[config.mk]
export PLATFORM = sky130hd
export DESIGN_NAME = i2s_capture_flat
export DESIGN_NICKNAME = d
export VERILOG_FILES = /design/src/rtl/i2s_capture_if.sv /design/src/rtl/i2s_capture.sv /design/src/flat_wrapper.sv
export SDC_FILE = /design/constraint.sdc
export NUM_CORES = 1
export LEC_CHECK = 0
export CORE_ASPECT_RATIO = 0.6
export CORE_MARGIN = 2
export CORE_UTILIZATION = 52
export CTS_CLUSTER_SIZE = 25
export DETAILED_ROUTE_END_ITERATION = 16
export MAX_ROUTING_LAYER = met4
export PLACE_DENSITY = 0.72
export REMOVE_ABC_BUFFERS = 1
export SKIP_LAST_GASP = 1
export SYNTH_ARGS = -nofsm -noshare
export SYNTH_HDL_FRONTEND = slang
export SYNTH_SLANG_ARGS = --single-unit
[constraint.sdc]
create_clock -name ck -period 11.4 [get_ports ck]
set_input_delay 2.28 -clock ck [delete_from_list [all_inputs] [get_ports ck]]
set_output_delay 2.28 -clock ck [all_outputs]
set_load 0.1 [all_outputs]
[src/rtl/i2s_capture_if.sv]
// Shared iomem bus bundle as seen by the I2S capture peripheral.
// The OR-bus convention means a slave drives ready/rdata to zero when it is not addressed.
interface i2s_capture_if;
    logic        iomem_valid;
    logic        iomem_ready;
    logic [3:0]  iomem_wstrb;
    logic [31:0] iomem_addr;
    logic [31:0] iomem_wdata;
    logic [31:0] iomem_rdata;

    modport master (
        output iomem_valid, iomem_wstrb, iomem_addr, iomem_wdata,
        input  iomem_ready, iomem_rdata
    );

    modport slave (
        input  iomem_valid, iomem_wstrb, iomem_addr, iomem_wdata,
        output iomem_ready, iomem_rdata
    );
endinterface

[src/rtl/i2s_capture.sv]
// I2S microphone capture: synchronises sck/ws/sd, assembles MSB-first samples
// and buffers {channel, sample} words in a FIFO drained over the iomem bus.
//
// state     | meaning
// ST_IDLE   | disarmed; waiting for enable and a ws change
// ST_SHIFT  | shifting sample bits in MSB-first
// ST_HOLD   | word complete; extra bits ignored until the next ws change
module i2s_capture #(
    parameter logic [15:0] ADDR  = 16'h7000,
    parameter int          WIDTH = 16,
    parameter int          DEPTH = 16
) (
    input  logic          ck,
    input  logic          resetn,
    i2s_capture_if.slave  iomem,
    input  logic          sck,
    input  logic          ws,
    input  logic          sd,
    output logic          irq
);

    localparam int AW = (DEPTH > 1) ? $clog2(DEPTH) : 1;
    localparam int LW = AW + 1;
    localparam int CW = $clog2(WIDTH + 1);

    typedef enum logic [1:0] {
        ST_IDLE  = 2'd0,
        ST_SHIFT = 2'd1,
        ST_HOLD  = 2'd2
    } cap_state_t;

    // synchronisers and edge detect
    logic sck_meta_q, sck_s_q, sck_prev_q;
    logic ws_meta_q, ws_s_q, ws_prev_q;
    logic sd_meta_q, sd_s_q;
    logic sck_rise;

    // capture
    cap_state_t        state_q, state_d;
    logic [CW-1:0]     bit_cnt_q, bit_cnt_d;
    logic [WIDTH-1:0]  shift_q, shift_d;
    logic              chan_q, chan_d;
    logic              push_req_q, push_req_d;

    // FIFO and control
    logic [WIDTH:0]    mem_q [DEPTH];
    logic [AW-1:0]     wptr_q, rptr_q;
    logic [LW-1:0]     level_q;
    logic              ovf_q;
    logic              enable_q;
    logic              empty, full;
    logic              do_push, pop;

    // bus
    logic              ready_q;
    logic [31:0]       rdata_q, rdata_d;
    logic              decoded, ack, is_rd;
    logic [7:0]        offset;
    logic              ctrl_wr, flush;
    logic [31:0]       head_word, status_word;

    assign sck_rise = sck_s_q & ~sck_prev_q;

    always_ff @(posedge ck) begin
        if (!resetn) begin
            sck_meta_q <= 1'b0;
            sck_s_q    <= 1'b0;
            sck_prev_q <= 1'b0;
            ws_meta_q  <= 1'b0;
            ws_s_q     <= 1'b0;
            ws_prev_q  <= 1'b0;
            sd_meta_q  <= 1'b0;
            sd_s_q     <= 1'b0;
            state_q    <= ST_IDLE;
            bit_cnt_q  <= '0;
            shift_q    <= '0;
            chan_q     <= 1'b0;
            push_req_q <= 1'b0;
        end else begin
            sck_meta_q <= sck;
            sck_s_q    <= sck_meta_q;
            sck_prev_q <= sck_s_q;
            ws_meta_q  <= ws;
            ws_s_q     <= ws_meta_q;
            sd_meta_q  <= sd;
            sd_s_q     <= sd_meta_q;
            // ws history runs even while disabled so enabling never sees a stale edge
            if (sck_rise) begin
                ws_prev_q <= ws_s_q;
            end
            state_q    <= state_d;
            bit_cnt_q  <= bit_cnt_d;
            shift_q    <= shift_d;
            chan_q     <= chan_d;
            push_req_q <= push_req_d;
        end
    end

    always_comb begin
        state_d    = state_q;
        bit_cnt_d  = bit_cnt_q;
        shift_d    = shift_q;
        chan_d     = chan_q;
        push_req_d = 1'b0;
        if (!enable_q) begin
            state_d = ST_IDLE;
        end else if (sck_rise) begin
            if (ws_s_q != ws_prev_q) begin
                // the bit on this edge is the previous word's LSB
                state_d   = ST_SHIFT;
                bit_cnt_d = '0;
                shift_d   = '0;
                chan_d    = ws_s_q;
            end else if (state_q == ST_SHIFT) begin
                shift_d    = shift_q << 1;
                shift_d[0] = sd_s_q;
                bit_cnt_d  = bit_cnt_q + 1'b1;
                if (bit_cnt_q == CW'(WIDTH - 1)) begin
                    state_d    = ST_HOLD;
                    push_req_d = 1'b1;
                end
            end
        end
    end

    assign empty = (level_q == '0);
    assign full  = (level_q == LW'(DEPTH));
    assign irq   = enable_q & ~empty;

    assign decoded = iomem.iomem_valid && (iomem.iomem_addr[31:16] == ADDR);
    assign ack     = decoded && !ready_q;
    assign is_rd   = (iomem.iomem_wstrb == 4'b0000);
    assign offset  = iomem.iomem_addr[7:0];
    assign ctrl_wr = ack && !is_rd && (offset == 8'h08) && iomem.iomem_wstrb[0];
    assign flush   = ctrl_wr && iomem.iomem_wdata[1];
    assign pop     = ack && is_rd && (offset == 8'h00) && !empty;
    assign do_push = push_req_q && !flush && (!full || pop);

    always_comb begin
        head_word              = '0;
        head_word[31]          = mem_q[rptr_q][WIDTH];
        head_word[WIDTH-1:0]   = mem_q[rptr_q][WIDTH-1:0];
        status_word            = {17'b0, 7'(level_q), 5'b0, ovf_q, full, empty};
    end

    always_comb begin
        rdata_d = '0;
        if (ack && is_rd) begin
            case (offset)
                8'h00:   rdata_d = empty ? 32'h0 : head_word;
                8'h04:   rdata_d = status_word;
                8'h08:   rdata_d = {31'b0, enable_q};
                default: rdata_d = '0;
            endcase
        end
    end

    always_ff @(posedge ck) begin
        if (!resetn) begin
            wptr_q   <= '0;
            rptr_q   <= '0;
            level_q  <= '0;
            ovf_q    <= 1'b0;
            enable_q <= 1'b0;
            ready_q  <= 1'b0;
            rdata_q  <= '0;
        end else begin
            ready_q <= ack;
            rdata_q <= rdata_d;
            if (ctrl_wr) begin
                enable_q <= iomem.iomem_wdata[0];
            end
            // flush beats a capture push landing on the same edge
            if (flush) begin
                wptr_q  <= '0;
                rptr_q  <= '0;
                level_q <= '0;
                ovf_q   <= 1'b0;
            end else begin
                if (push_req_q && full && !pop) begin
                    ovf_q <= 1'b1;
                end
                if (do_push) begin
                    wptr_q <= wptr_q + 1'b1;
                end
                if (pop) begin
                    rptr_q <= rptr_q + 1'b1;
                end
                level_q <= level_q + LW'(do_push) - LW'(pop);
            end
        end
    end

    always_ff @(posedge ck) begin
        if (resetn && do_push) begin
            mem_q[wptr_q] <= {chan_q, shift_q};
        end
    end

    assign iomem.iomem_ready = ready_q;
    assign iomem.iomem_rdata = rdata_q;

    logic unused_bits;
    assign unused_bits = ^{iomem.iomem_addr[15:8], iomem.iomem_wdata[31:2], iomem.iomem_wstrb[3:1]};

endmodule

[src/flat_wrapper.sv]
// flat-port wrapper written by rule: the top's interface ports become plain ports
module i2s_capture_flat 
#(
    parameter logic [15:0] ADDR  = 16'h7000,
    parameter int          WIDTH = 16,
    parameter int          DEPTH = 16
)
  (ck, resetn, sck, ws, sd, irq, iomem_iomem_valid, iomem_iomem_wstrb, iomem_iomem_addr, iomem_iomem_wdata, iomem_iomem_ready, iomem_iomem_rdata);
  i2s_capture_if iomem_i ();
  input  logic ck;
  input  logic resetn;
  input  logic sck;
  input  logic ws;
  input  logic sd;
  output logic irq;
  input wire logic [$bits(iomem_i.iomem_valid)-1:0] iomem_iomem_valid;
  input wire logic [$bits(iomem_i.iomem_wstrb)-1:0] iomem_iomem_wstrb;
  input wire logic [$bits(iomem_i.iomem_addr)-1:0] iomem_iomem_addr;
  input wire logic [$bits(iomem_i.iomem_wdata)-1:0] iomem_iomem_wdata;
  output wire logic [$bits(iomem_i.iomem_ready)-1:0] iomem_iomem_ready;
  output wire logic [$bits(iomem_i.iomem_rdata)-1:0] iomem_iomem_rdata;
  assign iomem_i.iomem_valid = iomem_iomem_valid;
  assign iomem_i.iomem_wstrb = iomem_iomem_wstrb;
  assign iomem_i.iomem_addr = iomem_iomem_addr;
  assign iomem_i.iomem_wdata = iomem_iomem_wdata;
  assign iomem_iomem_ready = iomem_i.iomem_ready;
  assign iomem_iomem_rdata = iomem_i.iomem_rdata;
  i2s_capture #(.ADDR(ADDR), .WIDTH(WIDTH), .DEPTH(DEPTH)) u_core (.ck(ck), .resetn(resetn), .iomem(iomem_i), .sck(sck), .ws(ws), .sd(sd), .irq(irq));
endmodule
==> results.md <==
- Outcome: completed
- CP Launch Type: input port
- Final Cycle Share: 47.5%
- Total grt overflow: 0
- Synth Area in Adders: 1.37%
- RSZ-0062 raised after global routing: no
- Asr flop ratio synth: 0%
- Setup TNS: 0 ns
- Core area: 25300 um2
- Setup crit end kind: flip-flop
- Worst Tran Pin Value: 1.19 ns
- WHS: 0.436 ns
- Dpl hpwl: 17100 um
- Final Power: 0.00240 W
- Root Buffer: clkbuf_16
- Cells along the critical path: clkdlybuf4s50_1 > nor4b_1 > nand4_1 > nor2_2 > a21o_1 > nand2_2 > nor4_2 > buf_4
- Clk_skew: 0.0145 ns
- Seq pwr share: 55.3%
- WL/cell: 24.8 um
- Sequential share of the synthesized area: 71.6%
- Total number of vias: 6938
- Top-area cell type share of the netlist area: 61.1%
- CTS tree: built
- Max cap viols: 0
- Port Buf Inserts: 54
- Hold-fix buffers, CTS: 0
- Largest net degree at the start of global routing: 50
- Combinational Power Share: 1.9%
- Mux share of post-synthesis cell area: 14.7%
- Worst-case clock buffer depth: 3
- Share of cells above drive strength 1: 21.0%
- Die Span Y: 128 um
- Peak supply drop: 134 uV
- Post-Syn Instances: 725
- CP max stage delay: 1.01 ns
- Setup violators final: 0
- Compound-cell area share of the yosys netlist: 2.72%
- PD cells: 157 nW/um2
- H-tree depth: 1
- Reg2reg path depth: 17
- Slowest-stage cell, CP: nor4_2
- Cell variety after synth: 51
- Clock latency on the worst-skew pair: 0.56 ns
- Die X: 211 um
- Vias in the first global route: 7062
- Internal power: 0.00194 W
- Post-synth top area cell: edfxtp_1
- WL final: 28500 um
- Clock slew seen by the registers of the worst setup and hold paths: 0.06 ns
- Switch share: 19.2%
- Largest family of logic cells by synthesized area: multiplexers
- CTS resizes: 0
- Yosys reg bits: 342
- Worst path required time: 11.64 ns
- Achievable Freq: 185 MHz
- Clock network fraction of design power: 42.9%
- Ys flop type: edfxtp_1
- Global-route wire length before repair: 42900 um
- Final Hold Viols: 0
- GP Congestion: 0.845
- Post-CTS setup buffer count: 0
- Reg2reg setup slack: 7.52 ns
- Top Ports: 108
- All-layer global routing usage: 22.5%
- CP Class: input port to flip-flop
- Post-route minimum period: 5.41 ns
- Switching pwr: 0.000460 W
- Cell area after synthesis: 13400 um2
- XOR/XNOR Fraction of Synth Area: 0.524%
- Synth Warn #: 0
- Leakage power: 4.82 nW
- Area grow syn2layout: 14.6%
- Number of core rows: 45
- Initial core utilization: 52.9%
- DRT iter0 DRCs: 685
- Initial antenna violation count: 0
- WP buf/inv: 2
- Relative slew margins: 19.7%
- Worst Path Arrival: 5.66 ns
- WP depth: 8
- Post-synth EDFFs: 272
- Num Clock Sinks: 342
- Fin. max-slew vios: 0
- Antenna diode count: 0
- Post-layout net count: 887
- Num CTS Buffers: 29
- Crit-path max FO: 11
- Post-Synth Simple-Gate Area: 6.12%
- CP top delay family: simple AND/OR/NAND/NOR gates
- Die Area: 27000 um2
- Vias per std cell: 6.03
- Hold path depth: 1
- Syn avg cell area: 18.4 um2
- Hold WC Path Type: flip-flop to flip-flop
- Residual DRC: 0
- Pre-antenna DRT Iters: 5
- Synth top area cells: edfxtp_1 61%, mux4_2 14%, dfxtp_1 10%
- Antenna-violating nets left: 0
[cell families (layout without fill, tap and decap cells)]
family                   count (synthesis)  in the layout
multiplexers                            90             90
flip-flops                             342            342
other                                    1             15
AO/OA/AOI/OAI                           55             55
XOR/XNOR                                 8              8
buffers and inverters                   70            153
adder cells (fa/ha/maj)                 14             14
AND/OR/NAND/NOR                        145            145
[synth_stat cells, drive strengths merged, types with 4 or more instances]
cell / number
a21oi: 13
a22oi: 19
and2: 14
buf: 30
clkbuf: 18
dfxtp: 70
edfxtp: 272
ha: 13
inv: 19
mux2i: 6
mux4: 84
nand2: 18
nand3: 12
nand4: 4
nor2: 24
nor2b: 35
nor3: 11
nor4: 7
o21ai: 9
o2bb2ai: 5
xor2: 5
[registers in the layout (all words and copies together) (netlist names), named ones only]
register / count
u_core.iomem.iomem_rdata: 17
u_core.sd_s_q: 1
u_core.rptr_q: 4
u_core.sck_meta_q: 1
u_core.level_q: 5
u_core.ovf_q: 1
u_core.sck_prev_q: 1
u_core.shift_q: 16
u_core.bit_cnt_q: 5
u_core.ws_meta_q: 1
u_core.sck_s_q: 1
u_core.ws_prev_q: 1
u_core.ws_s_q: 1
u_core.chan_q: 1
u_core.enable_q: 1
u_core.iomem.iomem_ready: 1
u_core.wptr_q: 4
u_core.mem_q: 272
u_core.state_q: 2
u_core.push_req_q: 1
u_core.sd_meta_q: 1
[per-layer routing]
layer / vias to the layer above / track usage [%] / routed length, um
met5: - / - / 0
met4: 0 / 5.51 / 495
met3: 44 / 4.63 / 2380
met2: 299 / 34.3 / 13400
met1: 3606 / 31.5 / 12300
li1: 2989 / - / -
[power by group through the flow]
stage	Clock (W)	Combinational, W	Sequential [W]
6_report	0.00103	0.0000449	0.00133
5_1_grt	0.00110	0.0000466	0.00133
4_1_cts	0.00105	0.0000445	0.00133
3_5_place_dp	0	0.0000443	0.00136
3_3_place_gp	0	0.0000432	0.00136
2_1_floorplan	0	0.0000268	0.00136
[placed cells by master (no fill, tap or decap), types with 9 or more instances in the layout]
| cell | n |
|---|---|
| edfxtp_1 | 272 |
| mux4_2 | 81 |
| dfxtp_1 | 67 |
| clkdlybuf4s50_1 | 54 |
| nor2b_1 | 35 |
| clkbuf_16 | 29 |
| buf_4 | 23 |
| inv_1 | 19 |
| a22oi_1 | 19 |
| nor2_1 | 18 |
| nand2_1 | 17 |
| conb_1 | 15 |
| and2_1 | 13 |
| a21oi_1 | 13 |
| ha_1 | 13 |
| nand3_1 | 11 |
| o21ai_0 | 9 |
[worst paths after layout]
check | from | to
worst max-delay path | iomem_iomem_addr[27] | u_core.mem_q[0][0]
worst min-delay path | u_core.sd_meta_q | u_core.sd_s_q
worst max register to register | u_core.level_q[3] | u_core.level_q[4]
worst min register to register | u_core.sd_meta_q | u_core.sd_s_q
[stage by stage]
| step | instances | util [%] | setup slack [ns] | instance area (um2) |
|---|---|---|---|---|
| floorplan | 691 | - | 5.85 | 13100 |
| global route | 1151 | 60.6 | 5.90 | 15300 |
| finish | 1151 | 60.6 | 5.99 | 15300 |
| detailed placement | 1097 | 56.6 | 5.28 | 14300 |
| global placement | 1097 | 56.6 | 5.52 | 14300 |
| CTS | 1151 | 60.6 | 5.90 | 15300 |
[area by class of cell]
| cell class | count | area, um2 |
|---|---|---|
| flip-flops and latches | 342 | 9580 |
| multi-input cells | 327 | 3540 |
| well taps | 329 | 412 |
| clock buffers | 38 | 790 |
| fillers | 1771 | 9960 |
| repair buffers | 77 | 713 |
| inverters | 22 | 82.6 |
| clock inverters | 16 | 208 |
Power figures use the tool's default switching activity.
